[src/rtl/msx_mouse_pkg.sv]
// ----------------------------------------------------------------------------
// msx_mouse_pkg
// Shared definitions for the MSX joystick-port mouse adapter:
//   - phase_e     : read-phase encoding (IDLE, X high, X low, Y high, Y low)
//   - TIMEOUT_CYC : clocks without a strobe edge before a read is abandoned
//   - phase_nibble: selects the nibble presented on the port for a phase
// ----------------------------------------------------------------------------
package msx_mouse_pkg;

    typedef enum logic [2:0] {
        PH_IDLE = 3'd0,
        PH_XH   = 3'd1,
        PH_XL   = 3'd2,
        PH_YH   = 3'd3,
        PH_YL   = 3'd4
    } phase_e;

    // About 1.5 ms at 21.48 MHz; long enough that a slow BASIC read never
    // trips it, short enough that a lost read resynchronises quickly.
    localparam int TIMEOUT_CYC = 32768;

    // Nibble driven onto joystick pins 1..4 for a given phase and snapshot.
    function automatic logic [3:0] phase_nibble(input phase_e ph,
                                                input logic [7:0] sx,
                                                input logic [7:0] sy);
        logic [3:0] nib;
        nib = 4'h0;
        case (ph)
            PH_XH:   nib = sx[7:4];
            PH_XL:   nib = sx[3:0];
            PH_YH:   nib = sy[7:4];
            PH_YL:   nib = sy[3:0];
            default: nib = 4'h0;
        endcase
        return nib;
    endfunction

endpackage

[src/rtl/msx_mouse_port_sat_acc8.sv]
// ----------------------------------------------------------------------------
// sat_acc8
// 8-bit signed accumulator that saturates at -128 / +127.
// Ports:
//   clk, reset : clock and synchronous active-high reset
//   clr        : restart from zero this cycle (a simultaneous add still lands)
//   add        : add delta to the accumulator
//   delta[7:0] : signed two's-complement increment
//   acc[7:0]   : current accumulated value
// ----------------------------------------------------------------------------
module sat_acc8 (
    input  logic       clk,
    input  logic       reset,
    input  logic       clr,
    input  logic       add,
    input  logic [7:0] delta,
    output logic [7:0] acc
);

    logic [7:0] acc_q;
    logic [7:0] acc_d;
    logic [7:0] base;
    logic [8:0] sum;

    // Clear replaces the old value with zero rather than discarding the add,
    // so a packet arriving in the same cycle as a snapshot is not lost.
    // The sum is formed in 9 bits; a disagreement between the top two bits
    // means the true result left the 8-bit signed range and is clamped.
    always_comb begin
        base  = clr ? 8'h00 : acc_q;
        sum   = {base[7], base} + {delta[7], delta};
        acc_d = base;
        if (add) begin
            if (sum[8] != sum[7]) begin
                acc_d = sum[8] ? 8'h80 : 8'h7F;
            end else begin
                acc_d = sum[7:0];
            end
        end
    end

    // Accumulator register.
    always_ff @(posedge clk) begin
        if (reset) begin
            acc_q <= 8'h00;
        end else begin
            acc_q <= acc_d;
        end
    end

    assign acc = acc_q;

endmodule

[src/rtl/msx_mouse_port.sv]
// ----------------------------------------------------------------------------
// msx_mouse_port
// Turns PS/2 mouse packets into the MSX joystick-port mouse protocol. Motion
// is accumulated between host reads; each strobe edge (either direction)
// advances through the X-high, X-low, Y-high, Y-low nibbles. A snapshot of
// the accumulators is taken on the first edge of every read.
// Ports:
//   clk, reset       : clock and synchronous active-high reset
//   port_en          : 1 = mouse mode; 0 = port idles high, motion discarded
//   pkt_done         : one-cycle pulse, mou_dx / mou_dy valid
//   mou_dx, mou_dy   : signed per-packet deltas
//   mou_btn_l_n/_r_n : buttons, active-low
//   strobe           : joystick pin 8, asynchronous
//   joy_dat[3:0]     : joystick pins 1..4
//   joy_trga_n/_trgb_n: triggers A/B, active-low
// ----------------------------------------------------------------------------
module msx_mouse_port
    import msx_mouse_pkg::*;
#(
    parameter int TIMEOUT = TIMEOUT_CYC
) (
    input  logic       clk,
    input  logic       reset,
    input  logic       port_en,
    input  logic       pkt_done,
    input  logic [7:0] mou_dx,
    input  logic [7:0] mou_dy,
    input  logic       mou_btn_l_n,
    input  logic       mou_btn_r_n,
    input  logic       strobe,
    output logic [3:0] joy_dat,
    output logic       joy_trga_n,
    output logic       joy_trgb_n
);

    localparam int CW = $clog2(TIMEOUT);
    localparam logic [CW-1:0] CNT_LAST = CW'(TIMEOUT - 1);

    logic          sync1_q, sync2_q, sync3_q;
    logic          strobe_edge;
    phase_e        phase_q, phase_d;
    logic [CW-1:0] cnt_q, cnt_d;
    logic [7:0]    snap_x_q, snap_x_d;
    logic [7:0]    snap_y_q, snap_y_d;
    logic [3:0]    joy_dat_q, joy_dat_d;
    logic          trga_q, trga_d;
    logic          trgb_q, trgb_d;
    logic          take_snap;
    logic [7:0]    acc_x, acc_y;

    // Two accumulators share one clear/add control: a snapshot clears both,
    // and while the port is disabled they are held at zero.
    sat_acc8 u_acc_x (
        .clk   (clk),
        .reset (reset),
        .clr   (take_snap | ~port_en),
        .add   (pkt_done & port_en),
        .delta (mou_dx),
        .acc   (acc_x)
    );

    sat_acc8 u_acc_y (
        .clk   (clk),
        .reset (reset),
        .clr   (take_snap | ~port_en),
        .add   (pkt_done & port_en),
        .delta (mou_dy),
        .acc   (acc_y)
    );

    assign strobe_edge = sync2_q ^ sync3_q;

    // Phase FSM, timeout counter, snapshot and output selection. A strobe
    // edge has priority over the timeout so a read that arrives just as the
    // counter expires still advances. Outputs are computed from the next
    // phase so the new nibble is registered on the same edge the phase moves.
    always_comb begin
        phase_d   = phase_q;
        cnt_d     = cnt_q;
        snap_x_d  = snap_x_q;
        snap_y_d  = snap_y_q;
        take_snap = 1'b0;

        if (!port_en) begin
            phase_d = PH_IDLE;
            cnt_d   = '0;
        end else if (strobe_edge) begin
            cnt_d = '0;
            case (phase_q)
                PH_IDLE, PH_YL: begin
                    phase_d   = PH_XH;
                    take_snap = 1'b1;
                end
                PH_XH:   phase_d = PH_XL;
                PH_XL:   phase_d = PH_YH;
                PH_YH:   phase_d = PH_YL;
                default: phase_d = PH_IDLE;
            endcase
        end else if (phase_q == PH_IDLE) begin
            cnt_d = '0;
        end else if (cnt_q == CNT_LAST) begin
            phase_d = PH_IDLE;
            cnt_d   = '0;
        end else begin
            cnt_d = cnt_q + CW'(1);
        end

        if (take_snap) begin
            snap_x_d = acc_x;
            snap_y_d = acc_y;
        end

        if (port_en) begin
            joy_dat_d = phase_nibble(phase_d, snap_x_d, snap_y_d);
            trga_d    = mou_btn_l_n;
            trgb_d    = mou_btn_r_n;
        end else begin
            joy_dat_d = 4'hF;
            trga_d    = 1'b1;
            trgb_d    = 1'b1;
        end
    end

    // Strobe synchroniser (two stages) plus a delayed copy for edge detect,
    // and all state and output registers.
    always_ff @(posedge clk) begin
        if (reset) begin
            sync1_q   <= 1'b0;
            sync2_q   <= 1'b0;
            sync3_q   <= 1'b0;
            phase_q   <= PH_IDLE;
            cnt_q     <= '0;
            snap_x_q  <= 8'h00;
            snap_y_q  <= 8'h00;
            joy_dat_q <= 4'h0;
            trga_q    <= 1'b1;
            trgb_q    <= 1'b1;
        end else begin
            sync1_q   <= strobe;
            sync2_q   <= sync1_q;
            sync3_q   <= sync2_q;
            phase_q   <= phase_d;
            cnt_q     <= cnt_d;
            snap_x_q  <= snap_x_d;
            snap_y_q  <= snap_y_d;
            joy_dat_q <= joy_dat_d;
            trga_q    <= trga_d;
            trgb_q    <= trgb_d;
        end
    end

    assign joy_dat    = joy_dat_q;
    assign joy_trga_n = trga_q;
    assign joy_trgb_n = trgb_q;

endmodule
[config.mk]
export PLATFORM = sky130hd
export DESIGN_NAME = msx_mouse_port
export DESIGN_NICKNAME = d
export VERILOG_FILES = /design/src/rtl/msx_mouse_pkg.sv /design/src/rtl/msx_mouse_port_sat_acc8.sv /design/src/rtl/msx_mouse_port.sv
export SDC_FILE = /design/constraint.sdc
export NUM_CORES = 1
export LEC_CHECK = 0
export BUFFER_PORTS_ARGS = -buffer_cell sky130_fd_sc_hd__buf_4
export CORE_MARGIN = 5
export CORE_UTILIZATION = 40
export DETAILED_ROUTE_END_ITERATION = 12
export PLACE_DENSITY = 0.55
export SYNTH_ARGS = -nofsm -noshare
export SYNTH_HDL_FRONTEND = slang
export SYNTH_HIERARCHICAL = 1
export SYNTH_SLANG_ARGS = --single-unit
[constraint.sdc]
create_clock -name clk -period 8.74 [get_ports clk]
set_input_delay 0.437 -clock clk [delete_from_list [all_inputs] [get_ports clk]]
set_output_delay 0.437 -clock clk [all_outputs]
set_load 0.01 [all_outputs]
Word level (Yosys, flattened, before mapping)
Cells that the tools add are included.
- bits in registers: 59
- bits in latches: 0
- memory bits (writable): 0
- ROM bits: 0
- input bits: 23
- logic and storage cells: 54
- memories kept: 0
- add/sub/neg operators: 3
- $mul: 0
- divide/modulo/power cells: 0
- magnitude comparators: 0
- equality and inequality tests: 11
- shift operators: 0
- multiplexer cells: 20
- bitwise logic cells: 4
- reductions and logical operators: 4
- operators by type and width (operator ; number):
    2-to-1 mux 8 bit ; 10
    adder 8 x 8 -> 9 bit ; 2
    case mux 4 bit (4 select lines) ; 1
    adder 15 x 1 -> 15 bit (second input constant) ; 1
    equality test 15 bit (second input constant) ; 1
    equality test 3 x 2 -> 1 bit (second input constant) ; 4
    2-to-1 mux 3 bit ; 4
    case mux 3 bit (4 select lines) ; 1
    equality test 3 x 1 -> 1 bit (second input constant) ; 2
    equality test 3 bit (second input constant) ; 2
    OR reduction 5 bit ; 1
    2-to-1 mux 4 bit ; 1
    OR reduction 2 bit ; 2
    logical NOT 3 bit ; 1
    2-to-1 mux 1 bit ; 3
    inequality test 1 bit ; 2
    AND 1 bit ; 1
    NOT 1 bit ; 1
    OR 1 bit ; 1
    bitwise XOR 1 bit ; 1

Logic depth before layout (Yosys ltp)
Gate-level depths: netlist of run 1.
- depth after elaboration: 11
- gate-level depth with buffers: 15
- mapped depth without buffers: 12

Hierarchy
Netlist of run 1, hierarchy kept.
- modules (own cells, without submodules) (module ; instances ; cells each ; area each (µm²)):
    msx_mouse_port ; 1 ; 207 ; 1933.1
    sat_acc8 at u_acc_y ; 1 ; 88 ; 832.0
    sat_acc8 at u_acc_x ; 1 ; 93 ; 748.2

Worst setup path before layout of run 1
OpenSTA, ideal clock, no wires.
- path type: register to register
- start: register phase_q[1]
- end: register u_acc_x.acc_q[4] (netlist: u_acc_x/acc[4])
- arrival time: 3725 ps
- setup slack: 4936 ps
- stages on the path, launching flop included: 15
- path buffers: 3
- clock period less this slack: 3804 ps
- path through: dfxtp_1 buf_4 or2_2 clkbuf_2 o21ai_0 nand2b_1 inv_1 ha_1 a211oi_1 o2111ai_1 o31a_1 and4_4 buf_6 or3_1 a211oi_2
- longest elaborated chain between the ends: 11
- elaborated cells between the ends (all ways): 13
- those cells by class: 1 x add/sub; 2 x eq/ne; 7 x mux; 1 x bitwise; 2 x reduce/logical
- ends and longest elaborated chain (element ; line ; source):
    from (decl) ; msx_mouse_port.sv:41 ; phase_e phase_q, phase_d;
    from (signal assigned) ; msx_mouse_port.sv:142 ; phase_q <= phase_d;
    equality test 3 bit / logical NOT 3 bit (equally long branches) ; msx_mouse_port.sv:89 ; case (phase_q)
    OR reduction 2 bit (*) ; msx_mouse_port.sv:89 ;
    2-to-1 mux 1 bit (*) ; msx_mouse_port.sv:89 ;
    2-to-1 mux 1 bit (*) ; msx_mouse_port.sv:87 ; end else if (strobe_edge) begin
    2-to-1 mux 1 bit (*) ; msx_mouse_port.sv:84 ; if (!port_en) begin
    OR 1 bit (*) ; msx_mouse_port.sv:56 ; .clr (take_snap | ~port_en),
    2-to-1 mux 8 bit (*) ; msx_mouse_port_sat_acc8.sv:30 ; base = clr ? 8'h00 : acc_q;
    adder 8 x 8 -> 9 bit ; msx_mouse_port_sat_acc8.sv:31 ; sum = {base[7], base} + {delta[7], delta};
    2-to-1 mux 8 bit / inequality test 1 bit (equally long branches) ; msx_mouse_port_sat_acc8.sv:35, msx_mouse_port_sat_acc8.sv:34 ;
    2-to-1 mux 8 bit ; msx_mouse_port_sat_acc8.sv:34 ; if (sum[8] != sum[7]) begin
    2-to-1 mux 8 bit (*) ; msx_mouse_port_sat_acc8.sv:33 ; if (add) begin
    to (signal assigned) ; msx_mouse_port_sat_acc8.sv:45 ; acc_q <= 8'h00;
    to (signal assigned) ; msx_mouse_port_sat_acc8.sv:47 ; acc_q <= acc_d;
    to (decl) ; msx_mouse_port_sat_acc8.sv:20 ; logic [7:0] acc_q;
Mark *: on every way between the ends. The rest lies on a longest branch, timed or not.
A chain may end at the register's enable or synchronous reset.

Worst setup path in the final report of run 1
- start: register sync2_q
- end: register u_acc_x.acc_q[4] (netlist: u_acc_x/acc[4])
- longest elaborated chain between the ends: 9
- elaborated cells between the ends (all ways): 10
- those cells by class: 1 x add/sub; 1 x eq/ne; 6 x mux; 2 x bitwise
- ends and longest elaborated chain (element ; line ; source):
    from (decl) ; msx_mouse_port.sv:39 ; logic sync1_q, sync2_q, sync3_q;
    from (signal assigned) ; msx_mouse_port.sv:140 ; sync2_q <= sync1_q;
    bitwise XOR 1 bit (*) ; msx_mouse_port.sv:71 ; assign strobe_edge = sync2_q ^ sync3_q;
    2-to-1 mux 1 bit (*) ; msx_mouse_port.sv:87 ;
    2-to-1 mux 1 bit (*) ; msx_mouse_port.sv:84 ;
    OR 1 bit (*) ; msx_mouse_port.sv:56 ;
    2-to-1 mux 8 bit (*) ; msx_mouse_port_sat_acc8.sv:30 ;
    adder 8 x 8 -> 9 bit ; msx_mouse_port_sat_acc8.sv:31 ;
    2-to-1 mux 8 bit / inequality test 1 bit (equally long branches) ; msx_mouse_port_sat_acc8.sv:35, msx_mouse_port_sat_acc8.sv:34 ;
    2-to-1 mux 8 bit ; msx_mouse_port_sat_acc8.sv:34 ;
    2-to-1 mux 8 bit (*) ; msx_mouse_port_sat_acc8.sv:33 ;
Marked as above.

==> results.cfg, run 1 <==
[critical_path]
path_cells = xnor2_1, o21ai_0, buf_4, nor2b_1, ha_1, inv_1, fa_1, nand2b_1, a211oi_1, o22ai_1, and4_4, or3_1, a211oi_2
cp_slowest_cell = xnor2_1
critPathKind = register to register
arrival_ps = 4080
cp_data_required_time_ps = 9000
crit_path_start_kind = register
crit_buf_inv = 2
cpLargestDelayFamily = simple AND/OR/NAND/NOR gates
cpPeakStageDelay_ps = 770
worst_setup_path_end_kind = register
worstPathMaxFanout = 16

[route]
drc_errors = 0
wl_um = 7278
drtIter0Drc = 123
wl_per_cell_um = 13.97
viasPerCell = 5.255
num_vias = 2738
ant_nets = 0
drt_pass1_iterations = 4

[placed_design]
dp_cells = 505
io_buffers = 28
place_area_mm2 = 0.003756
hpwl_um = 5382
routabilityCongestion = 0.8423

[timing]
fmax_mhz = 261.6
final_max_slew_viol_count = 0
rsz0062_at_grt = no
hold_viol_final = 0
setup_viol = 0
tightest_slew_ps = 975.5
layout_worst_path_cycle_share = 0.4373
relSlewSlack = 0.3450
tns_ps = 0
min_period_ps = 3822
worst_clock_skew_ps = 9.432

[clock_tree]
tritoncts = built
post_cts_buffers = 0
ctsHoldBuffers = 0
cts.clk_slew.worst_paths_ps = 70
clk_latency_ps = 340
post_cts_resized = 0
cts-buffers-inserted = 9
htree_levels = 3
cts_buffer_depth = 2
cts.sinks = 59
clock-root-buffer = clkbuf_8

[grt]
grt_pass1_vias = 2705
grt_use_met2 = 0.2254
grt_max_degree = 45
antenna_found_initial = 0
grtUsageTotal = 0.1396
grt_pass1_wl_um = 12650
top_usage_layer = met2
gr-usage-met3 = 0.03358
overflow = 0
grt_use_met1 = 0.1835

[final_layout]
num_antenna_cells = 0
fin_cells = 521
finish.instance_area_mm2 = 0.003964
nets = 450
drive_above_1_share = 0.2082
syn2layout_area_growth_pct = 12.82

[logic_synthesis]
synth_edf_count = 0
synth_top_family_by_area = simple AND/OR/NAND/NOR gates
muxShareOfSynthArea = 0.05306
yosysWarnings = 6
synth-adder-area-share = 0.09437
syn_nets = 430
synthArstFlopShare = 0
ys_ff_latch = 59
yosysUniqueCellTypes = 71
ys_seq_area_frac = 0.3362
postSynthAreaPerCell_um2 = 9.055
syn_inst = 388
yosys.area_share.simple = 0.2233
synth_compound_area_frac = 0.1923
syn_area_mm2 = 0.003513
yosys.area_share.xor_xnor = 0.05235
synth_flop_cell = dfxtp_1

[pwr]
leakagePower_nw = 1.559
power_density_mw_per_mm2 = 160.0
peakVddDrop_mv = 0.08949

[job]
timing.max_cap.violations = 0

[die]
die_w_um = 103.7
initial_core_util = 0.4068
io_pins = 29
die_y_um = 103.7
die_area_mm2 = 0.01076
core_mm2 = 0.008636
rows = 34

[hold_path]
hold_path.class = input port to register

[run_status]
status = completed
[sequential cells by signal, summed over array words and instances, names as in the netlist]
name         flops
joy_trga_n       1
joy_trgb_n       1
cnt_q           15
snap_x_q         8
sync2_q          1
u_acc_x/acc      8
sync1_q          1
joy_dat          4
snap_y_q         8
sync3_q          1
phase_q          3
u_acc_y/acc      8
[per-layer routing]
| metal | share of wire | wire length [um] | vias to the layer above |
|---|---|---|---|
| met4 | 0.0093 | 68 | 0 |
| met2 | 0.47 | 3451 | 38 |
| met5 | 0 | 0 | - |
| met3 | 0.030 | 218 | 9 |
| li1 | - | - | 1420 |
| met1 | 0.49 | 3540 | 1271 |
[kinds of logic after synthesis]
family / Yosys count
buf+inv: 35
compound gates: 83
mux: 17
xor+xnor: 21
simple gates: 147
flops: 59
fa+ha+maj: 26
[per-stage QoR]
step	hold WS, ps	setup WS, ps	power, mW	utilization
floorplan	413.8	4936	0.3541	-
global placement	448.1	5040	0.3753	0.4349
detailed placement	450.0	4966	0.3760	0.4349
CTS	269.7	4900	0.6423	0.4590
global route	270.5	4502	0.6650	0.4590
finish	286.1	4918	0.6341	0.4590
[layout by cell type (no fill, tap or decap), drive strengths merged, types with 2 or more instances in the layout]
| master | synthesis | layout |
|---|---|---|
| nor2b | 24 | 24 |
| o21ai | 9 | 9 |
| fa | 2 | 2 |
| o311ai | 2 | 2 |
| nand4 | 7 | 7 |
| inv | 14 | 14 |
| o22ai | 4 | 4 |
| or2 | 3 | 3 |
| nand2 | 20 | 20 |
| clkinv | 0 | 4 |
| mux2i | 10 | 10 |
| dfxtp | 59 | 59 |
| buf | 12 | 30 |
| clkbuf | 9 | 10 |
| a21o | 6 | 6 |
| a221oi | 3 | 3 |
| mux2 | 7 | 7 |
| nand3 | 14 | 14 |
| o211ai | 8 | 8 |
| and2 | 3 | 3 |
| a31oi | 2 | 2 |
| nand2b | 7 | 7 |
| xnor2 | 11 | 11 |
| xor2 | 10 | 10 |
| a21oi | 15 | 15 |
| a22oi | 3 | 3 |
| bufinv | 0 | 2 |
| o21a | 2 | 2 |
| o31a | 2 | 2 |
| and4 | 5 | 5 |
| nand4bb | 2 | 2 |
| ha | 17 | 17 |
| maj3 | 7 | 7 |
| a211oi | 13 | 13 |
| a41oi | 2 | 2 |
| o31ai | 5 | 5 |
| nor2 | 52 | 52 |
| or3 | 3 | 3 |
| nor3 | 3 | 3 |
[final timing paths]
check              startpoint              to  slack [ps]  cells after the start
hold / removal    mou_btn_r_n      joy_trgb_n         290                      2
setup / recovery      sync2_q  u_acc_x/acc[4]        4920                     13
setup reg to reg      sync2_q  u_acc_x/acc[4]        4920                     13
hold reg to reg       sync1_q         sync2_q         460                      1
[report_power, final]
group | switching (mW) | total, mW | internal [mW]
Clock | 0.106 | 0.264 | 0.159
Combinational | 0.0489 | 0.0895 | 0.0406
Sequential | 0.00400 | 0.280 | 0.276
Total | 0.159 | 0.634 | 0.475
[Yosys cell counts (3+ instances only)]
cell,n,area (um^2)
inv_1,13,48.80
nand4_1,6,37.54
o21ai_0,7,35.03
o211ai_1,7,52.55
nand2_1,19,71.32
and4_1,3,26.28
a21o_1,5,37.54
a211oi_1,5,37.54
dfxtp_1,59,1181
maj3_2,7,78.83
buf_4,4,30.03
a211oi_2,8,100.1
xnor2_1,11,96.34
mux2i_1,10,100.1
or3_1,3,18.77
clkbuf_1,7,26.28
buf_2,5,25.02
xor2_1,10,87.58
nor2_1,50,187.7
o31ai_1,5,37.54
mux2_2,5,56.30
and2_1,3,18.77
nand2b_1,7,43.79
nand3_1,14,70.07
a22oi_1,3,22.52
nor2b_1,23,143.9
o22ai_1,4,25.02
ha_1,17,212.7
nor3_1,3,15.01
a21oi_1,15,75.07
[layout make-up]
cell class | count | area, um^2
Sequential cell | 59 | 1181
Clock inverter | 6 | 80.08
Fill cell | 849 | 4672
Inverter | 14 | 52.55
Timing Repair Buffer | 30 | 225.2
Multi-Input combinational cell | 294 | 2162
Tap cell | 108 | 135.1
Clock buffer | 10 | 127.6
Power figures use the tool's default switching activity.
==> run 2: changes to the inputs <==
--- a/config.mk
+++ b/config.mk
@@ -5,6 +5,7 @@
 export SDC_FILE = /design/constraint.sdc
 export NUM_CORES = 1
 export LEC_CHECK = 0
+export ABC_AREA = 1
 export BUFFER_PORTS_ARGS = -buffer_cell sky130_fd_sc_hd__buf_4
 export CORE_MARGIN = 5
 export CORE_UTILIZATION = 40
==> constraint.sdc (replaced) <==
create_clock -name clk -period 3.9 [get_ports clk]
set_input_delay 0.195 -clock clk [delete_from_list [all_inputs] [get_ports clk]]
set_output_delay 0.195 -clock clk [all_outputs]
set_load 0.01 [all_outputs]
==> run 2 against run 1 <==
  * Maximum frequency rose by 38%
  * Sequential share of layout area shrank 1.3 points
  * Sequential cell count did not move
  * Synthesized cell count up 44%
  * Clock skew fell by 1.4 ps
  * Register-to-register slack worse by 3800 ps
  * Clock-buffer cell count up 4
  * Routed wire length up 2.3%
  * First-iteration DRC count decreased by 11%
  * Setup slack got worse by 3800 ps
  * Power increased by 120%
  * Largest cell class unchanged
==> results.cfg, run 2 <==
[run_status]
status = completed

[hold_path]
min_from = mou_btn_l_n
holdPathEnd = joy_trga_n
hold_depth = 3
hold_path.class = input port to register

[grt]
overflow = 0
antenna_found_initial = 0
grt_pass1_vias = 2987
grtUsageTotal = 0.1390
grt_max_degree = 33
grt_pass1_wl_um = 12960

[timing]
relSlewSlack = 0.6170
final_max_slew_viol_count = 0
tightest_slew_ps = 573.9
layout_worst_path_cycle_share = 0.7089
min_period_ps = 2765
rsz0062_at_grt = no
worst_clock_skew_ps = 8.014
tns_ps = 0
hold_viol_final = 0
fmax_mhz = 361.7
setup_viol = 0

[logic_synthesis]
synth_edf_count = 0
synth_flop_cell = dfxtp_1
synthArstFlopShare = 0
yosysWarnings = 6
synthTopCellsByArea = dfxtp_1 (32%), nand2_1 (13%), inv_1 (11%), nor2_1 (6.3%), ha_1 (5.8%)
ys_ff_latch = 59
yosysUniqueCellTypes = 36
syn_inst = 557
synth.most_common_cell = nand2_1
syn_nets = 599
synth_area_leader_cell = dfxtp_1
postSynthAreaPerCell_um2 = 6.604
syn_area_mm2 = 0.003679
netlist.area_leader.share = 0.3211
synth_top_cells_by_count = nand2_1 (131), inv_1 (110), nor2_1 (62), dfxtp_1 (59), nand3_1 (26)
ys_seq_area_frac = 0.3211

[placed_design]
dp_cells = 683
io_buffers = 28
hpwl_um = 5799
routabilityCongestion = 0.7826

[critical_path]
worst_r2r_path_depth = 19
critPathKind = register to register
cpLargestDelayFamily = simple AND/OR/NAND/NOR gates
crit_buf_inv = 4
cpPeakStageDelay_ps = 400
cp_data_required_time_ps = 4160
r2r_start = sync2_q
cp_slowest_cell = fa_1
r2r_setup_slack_ps = 1140
rr_endpoint = u_acc_y/acc[4]
arrival_ps = 3020
worstPathMaxFanout = 14
worst_setup_path_end_kind = register
crit_path_start_kind = register
path_cells = inv_1, nand2_2, nand2_4, inv_2, nand2_1, nand2_1, nor2_1, ha_1, inv_1, fa_1, inv_1, nand2_1, nand2_1, nand3_2, nand3_1, nand2_1, nand2_2, nand2_1, a21oi_1
crit_top_cell = nand2_1

[clock_tree]
post_cts_buffers = 0
cts.sinks = 59
tritoncts = built
cts-buffers-inserted = 9
ctsHoldBuffers = 0
clk_latency_ps = 330
post_cts_resized = 0
htree_levels = 3
cts_buffer_depth = 2
clock-root-buffer = clkbuf_8
cts.clk_slew.worst_paths_ps = 60

[route]
wl_um = 7448
ant_nets = 0
drtIter0Drc = 109
num_vias = 3188
drt_pass1_iterations = 4
drc_errors = 0
wl_per_cell_um = 10.67
viasPerCell = 4.567

[pwr]
leakagePower_nw = 2.077
peakVddDrop_mv = 0.1271
power_density_mw_per_mm2 = 343.4

[die]
die_area_mm2 = 0.01121
die_y_um = 105.9
initial_core_util = 0.4038
core_mm2 = 0.009109
die_w_um = 105.9
io_pins = 29
rows = 35

[job]
timing.max_cap.violations = 0

[final_layout]
fillers = 952
num_antenna_cells = 0
syn2layout_area_growth_pct = 12.48
nets = 625
largest_reg_flops = 15
final_common_cell = nand2_1
fin_cells = 698
final_cell_mix = nand2_1 (131), inv_1 (110), nor2_1 (62)
drive_above_1_share = 0.1363
max_flop_register = cnt_q
==> run 2: cell count changes after synthesis, sizes merged, moves of 10 or more <==
| cell | change |
|---|---|
| mux2i | -10 |
| a211oi | -13 |
| nand2 | +130 |
| nor2b | -24 |
| inv | +100 |
| nand3 | +17 |
| nor2 | +13 |
| o21ai | +17 |
| a21oi | +12 |
| nand4 | +11 |
==> run 2: cell type report <==
type	count	area (um^2)	area share
clock buffers	14	182.7	0.04415
clock inverters	1	30.03	0.007257
inverters	116	436.7	0.1055
multi-input cells	369	1958	0.4732
flip-flops and latches	59	1181	0.2855
well taps	111	138.9	0.03357
repair buffers	28	210.2	0.05080
==> run 2: worst max-delay path by stage <==
stage          cells past startpoint  slack, ps  startpoint             end
2_1_floorplan                     20       1540     sync2_q  u_acc_x/acc[0]
3_3_place_gp                      20       1250     sync2_q  u_acc_x/acc[7]
3_5_place_dp                      19       1130     sync2_q  u_acc_y/acc[4]
4_1_cts                           19       1100     sync2_q  u_acc_y/acc[4]
5_1_grt                           20        770     sync2_q  u_acc_y/acc[7]
6_report                          19       1140     sync2_q  u_acc_y/acc[4]
==> run 2: cells by family after synthesis <==
group                      share of synthesized area
buffers and inverters                         0.1466
xor gates and xnor gates                     0.02381
DFF                                           0.3211
AOI/OAI and AO/OA                            0.09218
adders and majority gates                    0.06871
and+or+nand+nor                               0.3476
==> run 2: power by group <==
part           total (mW)  leakage [nW]  switching (mW)  internal [mW]
clock network       0.583         0.109           0.221          0.362
registers           0.632         0.481         0.00885          0.623
logic               0.207          1.49           0.129         0.0779
==> run 2: metal layers <==
layer  routed length [um]  global-route usage  vias to the layer above
li1                     -                   -                     1775
met1                 3961              0.1869                     1369
met2                 3164              0.2195                       35
met3                  190             0.01943                        9
met4                  132             0.06660                        0
met5                    0                   0                        -
==> run 2: worst reg2reg max path, cell delays in order (launching register included) <==
cell and delay, ps:
dfxtp_1 310, inv_1 80, nand2_2 70, nand2_4 90
inv_2 60, nand2_1 90, nand2_1 270, nor2_1 260
ha_1 200, inv_1 60, fa_1 400, inv_1 70
nand2_1 40, nand2_1 100, nand3_2 100, nand3_1 100
nand2_1 70, nand2_2 110, nand2_1 80, a21oi_1 130
==> run 2: metrics by stage <==
step           power, mW    util  hold WS [ps]  instance area [um^2]  setup WS, ps
6_report           1.421  0.4543         47.65                  4138          1135
5_1_grt            1.493  0.4543         56.61                  4138         772.4
4_1_cts            1.445  0.4543         32.26                  4138          1101
3_5_place_dp      0.8531  0.4309         382.7                  3925          1131
3_3_place_gp      0.8498  0.4309         377.4                  3925          1246
2_1_floorplan     0.8003       -         287.0                  3679          1541
